--- src/rtl/multi_enabler.sv ---
// Multi-lane registered enabler: each lane opens after SETTLE consecutive
// enable-high samples, output goes through a DEPTH-stage register pipeline.
module multi_enabler #(
    parameter int WIDTH    = 8,
    parameter int CHANNELS = 4,
    parameter int DEPTH    = 1,
    parameter int SETTLE   = 1,
    parameter int HOLD     = 0
) (
    input  logic                         clk,
    input  logic                         reset,
    input  logic [CHANNELS*WIDTH-1:0]    in,
    input  logic [CHANNELS-1:0]          enable,
    output logic [CHANNELS*WIDTH-1:0]    out,
    output logic [CHANNELS-1:0]          active
);
    localparam int CW = $clog2(SETTLE + 1);
    localparam int SW = CW + 1;
    localparam logic [CW-1:0] CMAX    = CW'(SETTLE);
    localparam logic [SW-1:0] SETTLEW = SW'(SETTLE);

    logic [CW-1:0]               cnt  [CHANNELS];
    logic [CHANNELS-1:0]         pass;
    logic [CHANNELS*WIDTH-1:0]   data [DEPTH];
    logic [CHANNELS-1:0]         act  [DEPTH];

    // cnt >= SETTLE-1 written as cnt+1 >= SETTLE so SETTLE=1 is not a constant compare
    always_comb begin
        pass = '0;
        for (int unsigned c = 0; c < CHANNELS; c++) begin
            pass[c] = enable[c] && (({1'b0, cnt[c]} + 1'b1) >= SETTLEW);
        end
    end

    always_ff @(posedge clk) begin
        if (!reset) begin
            for (int unsigned c = 0; c < CHANNELS; c++) begin
                cnt[c] <= '0;
            end
            for (int unsigned s = 0; s < DEPTH; s++) begin
                data[s] <= '0;
                act[s]  <= '0;
            end
        end else begin
            for (int unsigned c = 0; c < CHANNELS; c++) begin
                if (!enable[c]) begin
                    cnt[c] <= '0;
                end else if (cnt[c] != CMAX) begin
                    cnt[c] <= cnt[c] + 1'b1;
                end
                if (pass[c]) begin
                    data[0][c*WIDTH +: WIDTH] <= in[c*WIDTH +: WIDTH];
                end else if (HOLD == 0) begin
                    data[0][c*WIDTH +: WIDTH] <= '0;
                end
            end
            act[0] <= pass;
            for (int unsigned s = 1; s < DEPTH; s++) begin
                data[s] <= data[s-1];
                act[s]  <= act[s-1];
            end
        end
    end

    assign out    = data[DEPTH-1];
    assign active = act[DEPTH-1];
endmodule

--- config.mk ---
export PLATFORM = sky130hd
export DESIGN_NAME = multi_enabler
export DESIGN_NICKNAME = d
export VERILOG_FILES = /design/src/rtl/multi_enabler.sv
export SDC_FILE = /design/constraint.sdc
export NUM_CORES = 1
export LEC_CHECK = 0
export BUFFER_PORTS_ARGS = -buffer_cell sky130_fd_sc_hd__buf_2
export CORE_UTILIZATION = 43
export CTS_CLUSTER_SIZE = 12
export DETAILED_ROUTE_END_ITERATION = 8
export PLACE_DENSITY = 0.78
export SLEW_MARGIN = 20
export SYNTH_ARGS = -nofsm -noshare
export SYNTH_HDL_FRONTEND = slang
export SYNTH_SLANG_ARGS = --single-unit
export TNS_END_PERCENT = 50
--- constraint.sdc ---
create_clock -name clk -period 1 [get_ports clk]
set_clock_uncertainty 0.15 [all_clocks]
set_input_delay 0.05 -clock clk [delete_from_list [all_inputs] [get_ports clk]]
set_output_delay 0.05 -clock clk [all_outputs]
set_load 0.005 [all_outputs]
==> results of run 1 <==
[power groups by stage]
stage	logic (uW)	clock network (uW)	registers [uW]
after global placement	267	0	1800
final	399	704	1770
after floorplan	72.2	0	1820
after CTS	386	730	1770
after global routing	438	801	1780
after detailed placement	277	0	1810
[state kept, by name, summed over array words and instances, names as in the netlist]
name	count
data	32
act	4
[routing by layer]
| layer | part of all wire (%) | routed length (um) |
|---|---|---|
| met3 | 5.7 | 175 |
| met2 | 54 | 1670 |
| met4 | 3.2 | 100 |
| met5 | 0 | 0 |
| met1 | 37 | 1140 |
[cell families (layout without fill, tap and decap cells)]
| logic type | after synthesis | count (layout) | share of synthesized area (%) |
|---|---|---|---|
| flip-flops | 36 | 36 | 79.8 |
| AND/OR/NAND/NOR | 36 | 36 | 18.8 |
| buffers and inverters | 3 | 117 | 1.15 |
| other | 1 | 32 | 0.287 |
[repair_timing]
item,4_1_cts,5_1_grt
hold buffers,36,0
endpoints found under the hold margin,36,0
gates resized for setup,0,8
buffers inserted,0,0
endpoints found under the setup margin,32,51
[cells in the final DEF, fill, tap and decap left out]
cell type       n
and2_2          4
and3_1         20
and3_2         12
buf_2          71
buf_6           2
clkbuf_1        2
clkbuf_4        5
clkinv_1        1
conb_1         32
dfxtp_1         2
dfxtp_2         2
dlygate4sd3_1  36
edfxtp_1       32
[path summary, 6_finish.rpt]
path	start	to	slack [ns]
max	data[0][5]$_SDFFCE_PP0P_	out[5]	-0.06
min	reset	act[0][1]$_SDFF_PN0_	0.09
[metrics by stage]
stage	setup slack, ns	cells	area [um^2]	hold slack, ns
finish	-0.0635	252	2230	0.0892
global route	-0.102	252	2230	0.107
CTS	-0.0780	252	2220	0.0864
detailed placement	0.0164	208	1810	0.221
global placement	0.0756	208	1810	0.209
floorplan	0.261	107	1420	0.0417
[final cells by class]
type	count	area (um^2)	share of cell area, %
flip-flops and latches	36	1040	46.7
repair buffers	109	738	33.0
multi-input cells	68	365	16.3
clock buffers	7	45.0	2.02
well taps	31	38.8	1.74
clock inverters	1	3.75	0.168
==> summary.txt, run 1 <==
Outcome
  • Status: complete, but fails checks
  • Failing checks: DRC, setup timing

Pwr
  • Switching part of the total power: 21.3%
  • Sequential power share: 61.6%
  • Power, Total: 2880 uW
  • Combinational power share: 13.9%
  • Maximum vdd drop: 929 uV
  • Psw: 614 uW
  • Power per cell area: 1290 nW/um^2
  • Cell-internal power: 2260 uW
  • Static Leak: 0.00110 uW
  • Clock power share: 24.5%

Layout
  • Ant. Diodes: 0
  • Nets: 258
  • Area grow syn2layout: 71.2%
  • Util after Layout: 79.7%
  • Fillers: 172
  • Fraction of layout cells with a size suffix above 1: 43.4%

Yosys
  • Synth async-reset ratio: 0%
  • Synth top cells by count: 32 x edfxtp_1, 20 x and3_1, 12 x and3_2, 4 x and2_2, 4 x dfxtp_1
  • Library cells used by synthesis: 8
  • Yosys reg bits: 36
  • Yosys warning count: 0
  • Synth Instances: 76
  • Mapped Area: 1310 um^2
  • Largest cells by area after synthesis: edfxtp_1 74%, and3_1 9.6%, and3_2 6.9%
  • Top cell type's share of synthesized area: 73.6%
  • Most common cell in the netlist: edfxtp_1
  • Post-synth EDFFs: 32
  • Post-Syn Area per Cell: 17.2 um^2
  • Post-synthesis sequential area ratio: 79.8%
  • Cell taking the most area after synthesis: edfxtp_1
  • Top FF cell, synth: edfxtp_1

STA
  • Fmax: 940 MHz
  • Unrepaired setup endpoints after global routing: yes
  • Final setup violation count: 37
  • Setup WS post-layout: -0.0635 ns
  • Final critical-path share of the clock period: 106%
  • Minimum clock period: 1.06 ns
  • Setup_tns: -1.09 ns
  • Count of pins over their slew limit: 0
  • Final Hold Fails: 0

Critical path
  • CP Class: reg2out
  • Max stage delay on crit path: 0.40 ns
  • Crit-path cells: buf_2
  • CP Capture Type: output port
  • Top delay family on crit path: flip-flops
  • Worst Setup Start Kind: flop
  • WP data arrival: 0.86 ns
  • Levels on crit path: 1
  • Critical Path Fanout Max: 1
  • Critical Path RT: 0.80 ns
  • CP bufs+invs: 1
  • Crit-path slowest cell: edfxtp_1

Floorplanning
  • Starting Density: 46.5%
  • # IOs: 74
  • Die footprint: 3260 um^2
  • Die extent in x: 57.1 um
  • Die height: 57.1 um
  • Core area: 2810 um^2
  • Core Rows: 19

GRT
  • First-pass GRT wire length: 4950 um
  • Pin count of the biggest net entering global routing: 37
  • GR Layer Usage met3: 3.85%
  • Vias in the first global route: 1076
  • Total Routing Usage GR: 21.5%
  • Grt met2 use: 40.5%
  • Grt ovf: 0
  • Gr busiest metal: met2
  • Met1 GRT Util: 21.2%
  • Initial antenna violation count: 0

Route
  • Post-DRT Antenna Nets: 0
  • 1st-pass router iterations: 6
  • Vias: 1110
  • Routed Wire Length: 3090 um
  • Violation count after the first detailed-routing iteration: 33
  • Via/cell ratio: 4.40
  • Drt drc: 12
  • Routed WL per cell: 12.3 um

Clocking
  • CTS sink count: 36
  • # H-tree levels: 2
  • Clock transition at path regs: 0.10 ns
  • Clock Path Buffers: 2
  • CTS Buf Count: 5
  • CTS tree: yes
  • Root Buffer: clkbuf_4

Placed design
  • IO Port Bufs: 73
  • GPL Wtd Cong: 0.683
  • Post-DP HPWL: 1950 um

Min path
  • Min-delay worst type: in2reg
  • Hold-critical path depth: 2

Flow run
  • Max Cap Viol: 0
Power figures use the tool's default switching activity.
==> inputs of run 2 (changes only) <==
Settings changed: CAP_MARGIN set to 10, CELL_PAD_IN_SITES_DETAIL_PLACEMENT set to 1, CELL_PAD_IN_SITES_GLOBAL_PLACEMENT set to 2, CORE_MARGIN set to 2, CORE_UTILIZATION 43 to 27, PLACE_DENSITY 0.78 to unset, PLACE_DENSITY_LB_ADDON set to 0.1.
==> summary.txt, run 2 (synthesis gave the netlist of run 1 again) <==
Outcome
  • Status: complete, but fails checks
  • Failing checks: hold timing

Floorplanning
  • Die height: 73.5 um (+29%)
  • Die footprint: 5410 um^2 (+66%)
  • Core Rows: 25 (+6)
  • Starting Density: 27.8% (-19 points)
  • Core area: 4690 um^2 (+67%)
  • Die extent in x: 73.5 um (+29%)
  • # IOs: 74 (unchanged)

Route
  • Routed WL per cell: 11.8 um (-3.9%)
  • 1st-pass router iterations: 3 (-3)
  • Violation count after the first detailed-routing iteration: 50 (+52%)
  • Via/cell ratio: 4.00 (-9.3%)
  • Drt drc: 0 (-12)
  • Vias: 1095 (-1.4%)
  • Routed Wire Length: 3230 um (+4.5%)
  • Post-DRT Antenna Nets: 0 (unchanged)

GRT
  • Grt ovf: 0 (unchanged)
  • Pin count of the biggest net entering global routing: 37 (unchanged)
  • GR Layer Usage met3: 5.35% (+1.5 points)
  • Initial antenna violation count: 0 (unchanged)
  • Gr busiest metal: met2
  • Vias in the first global route: 1145 (+6.4%)
  • First-pass GRT wire length: 5020 um (+1.4%)
  • Met1 GRT Util: 13.1% (-8.1 points)
  • Total Routing Usage GR: 12.5% (-9.0 points)
  • Grt met2 use: 22.4% (-18 points)

Clocking
  • CTS sink count: 36 (unchanged)
  • CTS hold repair buffers: 36 (unchanged)
  • CTS tree: yes
  • Root Buffer: clkbuf_8
  • # H-tree levels: 2 (unchanged)
  • Clock transition at path regs: 0.07 ns (-0.03 ns)
  • CTS Buf Count: 5 (unchanged)
  • Clock Path Buffers: 2 (unchanged)

Min path
  • Hold_sp: in[5]
  • Min-delay worst type: in2reg
  • Hold-critical path depth: 2 (unchanged)

Critical path
  • Crit-path cells: dlygate4sd3_1, buf_2, and3_2
  • Critical Path Fanout Max: 1 (unchanged)
  • Worst setup path startpoint: in[7]
  • Critical Path RT: 0.89 ns (+0.09 ns)
  • CP Capture Type: flop
  • CP bufs+invs: 2 (+1)
  • WP data arrival: 0.89 ns (+0.03 ns)
  • CP Class: in2reg
  • Top delay family on crit path: buffers and inverters
  • Crit-path slowest cell: dlygate4sd3_1
  • Levels on crit path: 3 (+2)
  • Worst Setup Start Kind: input pin
  • Max stage delay on crit path: 0.53 ns (+0.13 ns)

Flow run
  • Max Cap Viol: 0 (unchanged)

Layout
  • Max FFs per register: 32 (unchanged)
  • Fraction of layout cells with a size suffix above 1: 42.7% (-0.71 points)
  • Area grow syn2layout: 75.5%
  • Largest reg by FF count: data
  • Ant. Diodes: 0 (unchanged)
  • Nets: 257 (-0.39%)
  • Most frequent cells in the layout: 73 x buf_2, 32 x edfxtp_1, 32 x conb_1
  • Biggest regs: data x32, act x4
  • Leading cell type in the layout, fill and taps excluded: buf_2
  • Non-filler cells, final: 274 (+8.7%)

Pwr
  • Static Leak: 0.00118 uW (+6.8%)
  • Maximum vdd drop: 852 uV (-8.3%)
  • Power, Total: 3120 uW (+8.6%)
  • Power per cell area: 1360 nW/um^2 (+6.0%)

STA
  • Unrepaired setup endpoints after global routing: yes
  • Worst hold slack: -0.0298 ns (-0.119 ns)
  • Final setup violation count: 0 (-100%)
  • Minimum clock period: 1.00 ns (-0.0638 ns)
  • Final critical-path share of the clock period: 100% (-6.4 points)
  • Count of pins over their slew limit: 0 (unchanged)
  • Final Hold Fails: 1 (+1)
  • Setup_tns: 0 ns (+1.09 ns)
  • Fmax: 1000 MHz (+6.4%)

Placed design
  • DP Cell Count: 231 (+11%)
  • GPL Wtd Cong: 0.598 (-12%)
  • IO Port Bufs: 73 (unchanged)
==> run 2: cell types whose count changed in the layout (fill, tap and decap cells not counted) <==
| cell | previous run | this run |
|---|---|---|
| clkbuf_4 | 5 | 0 |
| dfxtp_2 | 2 | 0 |
| dfxtp_1 | 2 | 4 |
| dlymetal6s4s_1 | 0 | 8 |
| clkbuf_8 | 0 | 5 |
| buf_6 | 2 | 0 |
| buf_2 | 71 | 73 |
| dlygate4sd3_1 | 36 | 27 |
==> run 2: report_power, final <==
part | switching (uW) | internal (uW)
sequential | 23.2 | 1750
clock | 472 | 485
combinational | 152 | 243
==> run 2: layout make-up <==
class | count | area [um^2]
Timing Repair Buffer | 108 | 736
Multi-Input combinational cell | 68 | 365
Fill cell | 533 | 2400
Tap cell | 54 | 67.6
Clock buffer | 7 | 76.3
Sequential cell | 36 | 1040
Clock inverter | 1 | 3.75
==> run 2: metal layers <==
layer | vias to the layer above | wire [um]
li1 | 543 | -
met1 | 505 | 1240
met2 | 43 | 1720
met3 | 4 | 234
met4 | 0 | 36
met5 | - | 0
==> run 2: path summary, 6_finish.rpt <==
kind                       end  slack [ns]
min   data[0][5]$_SDFFCE_PP0P_       -0.03
max   data[0][7]$_SDFFCE_PP0P_      0.0003
==> run 2: timing repair <==
item	4_1_cts	5_1_grt
hold endpoints to repair	36	1
gates resized for setup	0	8
setup buffers	0	0
endpoints found under the setup margin	8	39
pin swaps	0	0
==> run 2: stage by stage <==
| step | worst slack [ns] | utilization [%] | hold slack, ns | instance area [um^2] |
|---|---|---|---|---|
| 5_1_grt | -0.0500 | 48.8 | -0.0195 | 2290 |
| 2_1_floorplan | 0.261 | - | 0.0417 | 1420 |
| 6_report | 0.000306 | 48.8 | -0.0298 | 2290 |
| 3_5_place_dp | -0.0505 | 39.2 | 0.218 | 1840 |
| 3_3_place_gp | 0.0146 | 39.2 | 0.212 | 1840 |
| 4_1_cts | -0.0163 | 48.6 | 0.0262 | 2280 |
==> inputs of run 3 (changes only) <==
Settings changed: PLACE_DENSITY set to 0.89, PLACE_DENSITY_LB_ADDON 0.1 to unset.
==> summary.txt, run 3 (synthesis gave the netlist of run 1 again) <==
Clocking
  • Post-CTS Setup Bufs: 0 (unchanged)
  • # H-tree levels: 2 (unchanged)
  • Clock transition at path regs: 0.06 ns (about the same)
  • Root Buffer: clkbuf_8
  • CTS tree: yes
  • CTS Buf Count: 5 (unchanged)
  • CTS sink count: 36 (unchanged)
  • Clock Path Buffers: 2 (unchanged)
  • CTS hold repair buffers: 35 (-2.8%)

Pwr
  • Psw: 660 uW (+2.0%)
  • Static Leak: 0.00118 uW (about the same)
  • Sequential power share: 56.6% (about the same)
  • Power, Total: 3130 uW (+0.38%)
  • Maximum vdd drop: 650 uV (-24%)
  • Clock power share: 30.7% (about the same)
  • Cell-internal power: 2470 uW (about the same)
  • Combinational power share: 12.7% (about the same)
  • Power per cell area: 1370 nW/um^2 (+0.71%)
  • Switching part of the total power: 21.1% (+0.33 points)

Min path
  • Hold_sp: in[22]
  • Worst Hold Path EP: data[0][22]$_DFFE_PP_
  • Min-delay worst type: in2reg
  • Hold-critical path depth: 2 (unchanged)

Floorplanning
  • Core area: 4690 um^2 (unchanged)
  • Starting Density: 27.8% (unchanged)
  • Die extent in x: 73.5 um (unchanged)
  • Die height: 73.5 um (unchanged)
  • # IOs: 74 (unchanged)
  • Die footprint: 5410 um^2 (unchanged)
  • Core Rows: 25 (unchanged)

Critical path
  • Worst Setup Start Kind: input pin
  • Max stage delay on crit path: 0.54 ns (about the same)
  • WP data arrival: 0.89 ns (about the same)
  • CP bufs+invs: 2 (unchanged)
  • CP Class: in2reg
  • Critical Path RT: 0.88 ns (about the same)
  • Crit-path slowest cell: dlygate4sd3_1
  • CP Capture Type: flop
  • Top delay family on crit path: buffers and inverters
  • Crit-path cells: dlygate4sd3_1, buf_2, and3_1
  • Critical Path Fanout Max: 1 (unchanged)

GRT
  • First-pass GRT wire length: 5110 um (+1.9%)
  • Total Routing Usage GR: 13.1% (+0.58 points)
  • Grt ovf: 0 (unchanged)
  • Vias in the first global route: 1112 (-2.9%)
  • Pin count of the biggest net entering global routing: 37 (unchanged)
  • Initial antenna violation count: 0 (unchanged)

Layout
  • Max FFs per register: 32 (unchanged)
  • Fillers: 535 (+0.38%)
  • Area grow syn2layout: 74.9%
  • Fraction of layout cells with a size suffix above 1: 42.2% (-0.53 points)
  • Util after Layout: 48.6% (-0.16 points)
  • Nets: 255 (-0.78%)
  • Ant. Diodes: 0 (unchanged)
  • Largest reg by FF count: data
  • Biggest regs: data x32, act x4
  • Most frequent cells in the layout: 71 x buf_2, 32 x edfxtp_1, 32 x conb_1
  • Leading cell type in the layout, fill and taps excluded: buf_2

Placed design
  • IO Port Bufs: 73 (unchanged)
  • Pre-CTS setup slack: -0.00567 ns (+0.0448 ns)
  • GPL Wtd Cong: 0.712 (+19%)
  • Post-DP HPWL: 2230 um

Outcome
  • Status: complete, but fails checks
  • Failing checks: hold timing, setup timing

STA
  • Worst hold slack: -0.0284 ns (+0.00137 ns)
  • Unrepaired setup endpoints after global routing: yes
  • Count of pins over their slew limit: 0 (unchanged)
  • Minimum clock period: 1.01 ns (+0.00547 ns)
  • Final Hold Fails: 1 (unchanged)
  • Fmax: 995 MHz (-0.54%)
  • Setup WS post-layout: -0.00516 ns (-0.00547 ns)
  • Final setup violation count: 2 (+2)
  • Final critical-path share of the clock period: 101% (+0.55 points)

Route
  • 1st-pass router iterations: 4 (+1)
  • Drt drc: 0 (unchanged)
  • Wire length on met2: 1850 um (+7.3%)
  • Routed WL per cell: 12.8 um (+8.1%)
  • WL met3: 256 um (+9.4%)
  • Max layer used: met4
  • Violation count after the first detailed-routing iteration: 38 (-24%)
  • M1 wire length: 1310 um (+5.5%)
  • Post-DRT Antenna Nets: 0 (unchanged)
  • Routed Wire Length: 3470 um (+7.3%)
  • Via/cell ratio: 4.01 (+0.28%)
  • Vias: 1090 (-0.46%)

Flow run
  • Max Cap Viol: 0 (unchanged)
run 3: cell type report:
type	instances	area, um^2	share of cell area, %
flip-flops and latches	36	1040	45.6
multi-input cells	68	365	16.0
well taps	54	67.6	2.96
clock inverters	1	3.75	0.164
clock buffers	7	76.3	3.34
repair buffers	106	728	31.9
run 3: worst max-delay path by stage:
stage,start,to,slack [ns],cells past startpoint
after floorplan,reset,data[0][15]$_DFFE_PP_,0.26,2
after global placement,reset,data[0][15]$_DFFE_PP_,0.007,2
after detailed placement,reset,data[0][24]$_DFFE_PP_,-0.006,2
after CTS,data[0][19]$_DFFE_PP_,out[19],-0.02,1
after global routing,data[0][10]$_DFFE_PP_,out[10],-0.04,1
final,in[19],data[0][19]$_DFFE_PP_,-0.005,3
run 3: power groups by stage:
stage	Sequential [uW]	Combinational, uW	Clock (uW)
final	1770	399	962
after CTS	1770	390	1010
after detailed placement	1810	282	0
after global routing	1780	443	1070
after global placement	1800	279	0
after floorplan	1820	72.2	0
run 3: per-stage QoR:
step	TNS, ns	area [um^2]	std cells	hold WS (ns)
finish	-0.00970	2280	272	-0.0284
global route	-0.479	2280	272	-0.0344
CTS	-0.0633	2270	274	-0.0376
detailed placement	-0.00567	1840	231	0.221
global placement	0	1840	231	0.217
floorplan	0	1420	107	0.0417
run 3: metal layers:
layer	up-vias	GRT usage (%)
li1	542	-
met1	496	13.6
met2	47	24.3
met3	5	3.84
met4	0	5.45
met5	-	0
run 3: timing repair:
action / CTS / global route
hold endpoints to repair: 36 / 1
setup endpoints to repair: 7 / 35
gates resized for setup: 0 / 9
